[src/rtl/driver_sout_reader.sv]
// SOUT readback deserializer for the LED driver chain.
// Captures one word from the selected driver and compares it to the sent config.
module driver_sout_reader #(
  parameter int NB_DRIVERS    = 30,
  parameter int WORD_WIDTH    = 48,
  parameter int SETTLE_CYCLES = 4,
  parameter int TIMEOUT       = 4096
) (
  input  logic                  clk,
  input  logic                  nrst,
  input  logic                  driver_sclk,
  input  logic                  driver_lat,
  input  logic                  driver_sout,
  output logic [4:0]            driver_sout_mux,
  input  logic                  start,
  input  logic [4:0]            driver_idx,
  input  logic [WORD_WIDTH-1:0] expected_conf,
  output logic                  busy,
  output logic                  done,
  output logic                  readback_valid,
  output logic [WORD_WIDTH-1:0] readback_data,
  output logic                  conf_match,
  output logic                  timeout_err
);

  localparam int TW = (TIMEOUT > 2) ? $clog2(TIMEOUT) : 1;
  localparam int SW = (SETTLE_CYCLES > 2) ? $clog2(SETTLE_CYCLES) : 1;

  localparam logic [TW-1:0] TMO_MAX  = TW'(TIMEOUT - 1);
  localparam logic [SW-1:0] SET_MAX  = SW'(SETTLE_CYCLES - 1);
  localparam logic [5:0]    LAST_BIT = 6'(WORD_WIDTH - 1);
  localparam logic [5:0]    NB       = 6'(NB_DRIVERS);

  localparam logic [1:0] IDLE   = 2'd0;
  localparam logic [1:0] SETTLE = 2'd1;
  localparam logic [1:0] SHIFT  = 2'd2;
  localparam logic [1:0] DONE   = 2'd3;

  logic [1:0]            state;
  logic                  sout_s1, sout_s2;
  logic                  sclk_d1, sclk_d2, sclk_d3;
  logic                  lat_d1, lat_d2, lat_d3;
  logic [WORD_WIDTH-1:0] shift;
  logic [WORD_WIDTH-1:0] exp_q;
  logic [5:0]            bit_cnt;
  logic [TW-1:0]         tmo_cnt;
  logic [SW-1:0]         set_cnt;

  logic                  sclk_rise;
  logic                  lat_rise;
  logic                  idx_ok;
  logic [WORD_WIDTH-1:0] shift_nxt;

  assign sclk_rise = sclk_d2 & ~sclk_d3;
  assign lat_rise  = lat_d2 & ~lat_d3;
  assign idx_ok    = {1'b0, driver_idx} < NB;
  assign shift_nxt = {shift[WORD_WIDTH-2:0], sout_s2};

  // sclk/lat go through the same two stages as sout so edges stay aligned
  always_ff @(posedge clk or negedge nrst) begin
    if (!nrst) begin
      sout_s1 <= 1'b0;
      sout_s2 <= 1'b0;
      sclk_d1 <= 1'b0;
      sclk_d2 <= 1'b0;
      sclk_d3 <= 1'b0;
      lat_d1  <= 1'b0;
      lat_d2  <= 1'b0;
      lat_d3  <= 1'b0;
    end else begin
      sout_s1 <= driver_sout;
      sout_s2 <= sout_s1;
      sclk_d1 <= driver_sclk;
      sclk_d2 <= sclk_d1;
      sclk_d3 <= sclk_d2;
      lat_d1  <= driver_lat;
      lat_d2  <= lat_d1;
      lat_d3  <= lat_d2;
    end
  end

  always_ff @(posedge clk or negedge nrst) begin
    if (!nrst) begin
      state           <= IDLE;
      driver_sout_mux <= '0;
      busy            <= 1'b0;
      done            <= 1'b0;
      readback_valid  <= 1'b0;
      readback_data   <= '0;
      conf_match      <= 1'b0;
      timeout_err     <= 1'b0;
      shift           <= '0;
      exp_q           <= '0;
      bit_cnt         <= '0;
      tmo_cnt         <= '0;
      set_cnt         <= '0;
    end else begin
      done           <= 1'b0;
      readback_valid <= 1'b0;
      timeout_err    <= 1'b0;
      unique case (state)
        IDLE: begin
          if (start && idx_ok) begin
            driver_sout_mux <= driver_idx;
            exp_q           <= expected_conf;
            busy            <= 1'b1;
            set_cnt         <= '0;
            state           <= SETTLE;
          end
        end
        SETTLE: begin
          if (set_cnt == SET_MAX) begin
            bit_cnt <= '0;
            tmo_cnt <= '0;
            shift   <= '0;
            state   <= SHIFT;
          end else begin
            set_cnt <= set_cnt + 1'b1;
          end
        end
        SHIFT: begin
          // a latch pulse restarts the word and drops any coincident bit
          if (lat_rise) begin
            bit_cnt <= '0;
            shift   <= '0;
            tmo_cnt <= '0;
          end else if (sclk_rise) begin
            shift   <= shift_nxt;
            bit_cnt <= bit_cnt + 1'b1;
            tmo_cnt <= '0;
            if (bit_cnt == LAST_BIT) begin
              state          <= DONE;
              busy           <= 1'b0;
              done           <= 1'b1;
              readback_valid <= 1'b1;
              readback_data  <= shift_nxt;
              conf_match     <= (shift_nxt == exp_q);
            end
          end else if (tmo_cnt == TMO_MAX) begin
            state       <= DONE;
            busy        <= 1'b0;
            done        <= 1'b1;
            timeout_err <= 1'b1;
          end else begin
            tmo_cnt <= tmo_cnt + 1'b1;
          end
        end
        DONE: begin
          state <= IDLE;
        end
        default: begin
          state <= IDLE;
        end
      endcase
    end
  end

endmodule

[config.mk]
export PLATFORM = sky130hd
export DESIGN_NAME = driver_sout_reader
export DESIGN_NICKNAME = d
export VERILOG_FILES = /design/src/rtl/driver_sout_reader.sv
export SDC_FILE = /design/constraint.sdc
export NUM_CORES = 1
export LEC_CHECK = 0
export ABC_AREA = 1
export BUFFER_PORTS_ARGS = -buffer_cell sky130_fd_sc_hd__clkbuf_2
export CORE_MARGIN = 5
export CORE_UTILIZATION = 54
export CTS_BUF_LIST = sky130_fd_sc_hd__clkbuf_4 sky130_fd_sc_hd__clkbuf_8
export CTS_CLUSTER_SIZE = 24
export DETAILED_ROUTE_END_ITERATION = 6
export PLACE_DENSITY = 0.79
export SLEW_MARGIN = 10
export SYNTH_ARGS = -nofsm -noshare
export SYNTH_HDL_FRONTEND = slang
export SYNTH_SLANG_ARGS = --single-unit
export TNS_END_PERCENT = 1
[constraint.sdc]
create_clock -name clk -period 1.8 [get_ports clk]
set_input_delay 0 -clock clk [delete_from_list [all_inputs] [get_ports clk]]
set_output_delay 0 -clock clk [all_outputs]
set_load 0.05 [all_outputs]
==> Word-level counts from Yosys, hierarchy flattened <==
Index checks and enable logic that the tools add are counted.
{ "word_totals": {"reg_bits": 183, "input_bits": 59, "output_inout_bits": 58, "elab_cells": 97} }
{ "op_classes": {"n_addsub": 3, "order_cmp": 1, "n_eq_ne": 15, "mux": 40, "n_bitwise": 5, "n_reduce_logical": 12} }
{ "ops": {"columns": ["operator", "n"], "rows": [
  ["2-to-1 mux 47 bit", 3],
  ["one-hot mux 47 bit (2 select lines)", 1],
  ["== test 48 bit", 1],
  ["2-to-1 mux 12 bit", 4],
  ["one-hot mux 12 bit (2 select lines)", 1],
  ["2-to-1 mux 6 bit", 3],
  ["2-to-1 mux 1 bit", 16],
  ["2-to-1 mux 2 bit", 8],
  ["adder 12 x 1 -> 12 bit, second input constant", 1],
  ["== test 12 bit, second input constant", 1],
  ["one-hot mux 6 bit (2 select lines)", 1],
  ["AND reduction 5 bit", 2],
  ["inequality test 3 bit, second input constant", 3],
  ["AND reduction 3 bit", 3],
  ["inequality test 2 bit, second input constant", 4],
  ["one-hot mux 2 bit (4 select lines)", 1],
  ["adder 6 x 1 -> 6 bit, second input constant", 1],
  ["== test 2 bit, second input constant", 3],
  ["== test 6 bit, second input constant", 1],
  ["nonzero test 2 bit", 3],
  ["less-than comparator 5 bit, second input constant", 1],
  ["inequality test 4 bit, second input constant", 1],
  ["one-hot mux 2 bit (2 select lines)", 1],
  ["AND reduction 4 bit", 1],
  ["other kinds (8)", 11]
]} }

==> Longest topological paths before layout <==
{ "logic_depth": {"depth_word": 5, "mapped_depth": 12, "mapped_depth_nobuf": 12} }

==> Least setup slack after synthesis <==
OpenSTA, ideal clock, no wires.
{ "synth_path": {"kind": "register -> register", "from": "reg state[0]", "to": "reg shift[34]", "arrival_time_ns": 1.565, "path_slack_ns": 0.108, "stages_incl_launch_ff": 12, "n_path_buf": 2, "synth_period_minus_slack_ns": 1.692, "path_cell_list": "dfrtp_1 inv_1 ha_1 inv_2 nor2_8 nand2_4 nand2_4 inv_2 buf_4 buf_6 nand3_1 o21ai_1"} }
{ "synth_via": {"elab_chain_len": 3} }
{ "synth_lines": {"columns": ["element", "line_no", "rtl"], "rows": [
  ["start: declaration", "39", "logic [1:0] state;"],
  ["start signal: assignment", "84", "state <= IDLE;"],
  ["start signal: assignment", "108", "state <= SETTLE;"],
  ["start signal: assignment", "116", "state <= SHIFT;"],
  ["== test 2 bit / == test 2 x 1 -> 1 bit (equally long branches)", "101", "unique case (state)"],
  ["inequality test 3 bit (no line) (tied with other cells)", null, null],
  ["AND reduction 3 bit (no line)", null, null],
  ["end signal: assignment", "128", "shift <= shift_nxt;"],
  ["end: declaration", "43", "logic [WORD_WIDTH-1:0] shift;"]
]} }
Several ways; a longest one is shown, not always the timed one.
A chain may end at the register's enable or synchronous reset.

==> Worst setup path in the final report <==
{ "layout_path": {"from": "reg bit_cnt[0]", "to": "reg state[0]"} }
{ "layout_via": {"elab_chain_len": 3} }
{ "layout_lines": {"columns": ["element", "line_no", "rtl"], "rows": [
  ["start: declaration", "45", "logic [5:0] bit_cnt;"],
  ["start signal: assignment", "129", "bit_cnt <= bit_cnt + 1'b1;"],
  ["== test 6 bit", "131", "if (bit_cnt == LAST_BIT) begin"],
  ["inequality test 3 bit (no line)", null, null],
  ["AND reduction 5 bit (no line)", null, null],
  ["end signal: assignment", "132", "state <= DONE;"],
  ["end signal: assignment", "140", "state <= DONE;"],
  ["end signal: assignment", "149", "state <= IDLE;"]
]} }
Every way passes these cells.

==> flow_summary.ini <==
[layout]
stdcell_area_um2 = 10100
n_antenna_cell = 0
final_util_pct = 69.0
nFillCells = 1127
regArea_um2 = 4580
syn2layout_area_growth_pct = 24.6
multi_input_area_um2 = 2890
drive_gt1_share_pct = 16.8
fin_nets = 1220

[clock_network]
clock-sinks = 183
clk_latency_ps = 460
cts_tree = built
cts_root_buf = clkbuf_8
cts_htree_levels = 4
cts_buffers = 17
clock_path_buffers = 2
clk_pin_slew_worst_paths_ps = 90

[routing]
drt_wl_total_um = 19700
antenna_left = 0
num_vias = 6938
post_drt_wl_per_cell_um = 14.6
drt_drc_violations_left = 0
drtPass1Iterations = 5
routed_via_density = 5.14
drt-initial-drc-count = 608

[timing]
hold_viol = 0
finClkSkew_ps = 10.7
max_freq_mhz = 601
post-route-min-period_ps = 1660
tightest_slew_ps = 411
timing.final.crit_share_pct = 92.4
slew-limit-headroom_pct = 72.6
finalMaxSlewViolations = 0
rsz0062_at_grt = true
setup_viol = 0

[worst_setup_path]
max_stage_delay_ps = 430
path_cells = ha_1, nand3_1, o21ai_0, o21ai_0, nand2_1, nand3_1, nand2_1, nand2_1
cp_num_buf_inv = 0
worstPathRequired_ps = 2150
crit_arrival_ps = 2010
crit_slowest_cell = dfrtp_1
rr_startpoint = bit_cnt[0]
cp-start-kind = flop
cp_common_cell = nand2_1
path_max_fanout = 4
path_class = reg2reg
cp_top_family = simple AND/OR/NAND/NOR gates
cp-startpoint = bit_cnt[0]
endpoint_kind = flop

[outcome]
status = complete, no violations

[die]
die_h_um = 132
floorplan.initialDensity_pct = 55.4
pin_count = 117
die_w_um = 132
fp-row-count = 44
dieArea_um2 = 17500
core_um2 = 14600

[power_and_ir_drop]
p_leak_nw = 4.98
power_density_nw_per_um2 = 1240
ir_drop_mv = 0.891

[yosys]
synth_compound_area_share_pct = 10.9
yosys_warnings = 0
synthesis.area_um2 = 8090
syn_avg_cell_area_um2 = 8.31
synth_simple_gate_area_share_pct = 23.0
ys_seq_elements = 183
synth_fa_ha_area_share_pct = 1.08
synthCells = 973
synth.mux.area_fraction_pct = 0.124
synth_seq_area_share_pct = 56.6
synth_top_family_by_area = simple AND/OR/NAND/NOR gates
synthXorXnorAreaFrac_pct = 0.542
yosys.cell_types.count = 35
syn-num-nets = 1039

[grt]
grt_pass1_vias = 6638
grt_max_degree = 73
grt_pass1_wl_um = 32600
gr-usage-all-layers_pct = 22.7
antenna_found_initial = 0
grt-ovfl-total = 0

[placement]
hpwl_um = 13600
gp_congestion = 0.818
port_buffers = 116
post_dp_cell_area_um2 = 9020

[flow_run]
cap_violations = 0

[min_path]
hold_class = in2async
==> logic make-up after synthesis <==
family | count (synthesis)
XOR/XNOR | 5
adder cells (fa/ha/maj) | 7
AO/OA/AOI/OAI | 174
buffers and inverters | 159
multiplexers | 1
AND/OR/NAND/NOR | 444
flip-flops | 183
==> final cells by class <==
type                       instances  area share [%]
multi-input combinational        631            28.7
timing repair buffer             199            15.0
clock buffer                      19            2.60
inverter                         122            4.65
tap                              184            2.29
sequential                       183            45.5
clock inverter                    12            1.28
==> where the power goes <==
group | leakage (nW) | switching (mW) | internal (mW)
combinational | 2.36 | 2.93 | 1.66
clock | 0.182 | 1.44 | 1.29
sequential | 2.44 | 0.398 | 4.78
==> final timing paths <==
path	end	slack (ps)	cells after the start
max	state[0]	140	8
max in group asynchronous	shift[21]	1100	3
min reg2reg	sclk_d2	360	0
max reg2reg	state[0]	140	8
min	exp_q[16]	20	2
min in group clk	lat_d1	200	2
==> what timing repair did <==
action	CTS	global route
setup endpoints to repair	1	63
endpoints found under the hold margin	241	0
cloned	0	1
gates resized for setup	1	9
pin swaps	0	2
hold buffers	58	0
setup buffers	0	3
==> synth_stat cells (all sizes together) <==
library cell / number / share of area [%]
dfrtp: 183 / 57
o21bai: 1 / 0.093
o22ai: 1 / 0.077
nor3: 1 / 0.062
mux2i: 1 / 0.12
o31ai: 1 / 0.093
nor2: 50 / 2.7
clkinv: 1 / 0.046
nand2: 317 / 15
a21oi: 7 / 0.43
nand3: 64 / 4.1
o21ai: 163 / 10
o211ai: 1 / 0.093
xor2: 5 / 0.54
or2: 2 / 0.15
inv: 121 / 5.6
nand3b: 1 / 0.093
nor3b: 3 / 0.34
clkbuf: 22 / 1.0
buf: 15 / 1.1
nand4: 6 / 0.46
ha: 7 / 1.1
==> registers in the layout, indices dropped and copies added (netlist names) <==
signal,count
exp_q,48
readback_data,48
shift,47
tmo_cnt,12
bit_cnt,6
driver_sout_mux,5
set_cnt,2
state,2
busy,1
conf_match,1
done,1
lat_d1,1
lat_d2,1
lat_d3,1
readback_valid,1
sclk_d1,1
sclk_d2,1
sclk_d3,1
sout_s1,1
sout_s2,1
timeout_err,1
==> cells in the final DEF, fill, tap and decap left out, types with 7 or more instances in the layout <==
cell and n:
nand2_1 313, dfrtp_1 183, o21ai_0 137, clkbuf_2 115, inv_1 114, nand3_1 62, dlygate4sd3_1 58, nor2_1 44
o21ai_1 26, clkbuf_8 19, buf_4 13, buf_12 11, ha_1 7
==> per-layer routing <==
layer	wire length (µm)	global-route usage [%]	share of wire [%]
met1	8770	31.3	45
met2	9450	35.9	48
met3	974	4.73	5.0
met4	460	7.75	2.3
met5	0	0	0
==> per-stage QoR <==
stage | power (mW) | hold slack (ps) | worst slack [ps] | cells | setup TNS (ps)
floorplan | 8.04 | -296 | 108 | 973 | 0
global placement | 9.24 | -53.9 | 114 | 1257 | 0
detailed placement | 9.38 | -58.9 | 29.7 | 1257 | 0
CTS | 12.2 | 26.1 | 33.1 | 1346 | 0
global route | 13.4 | 37.6 | -0.140 | 1350 | -0.140
finish | 12.5 | 23.0 | 137 | 1350 | 0
No activity file was read; power rests on OpenSTA's default activity.
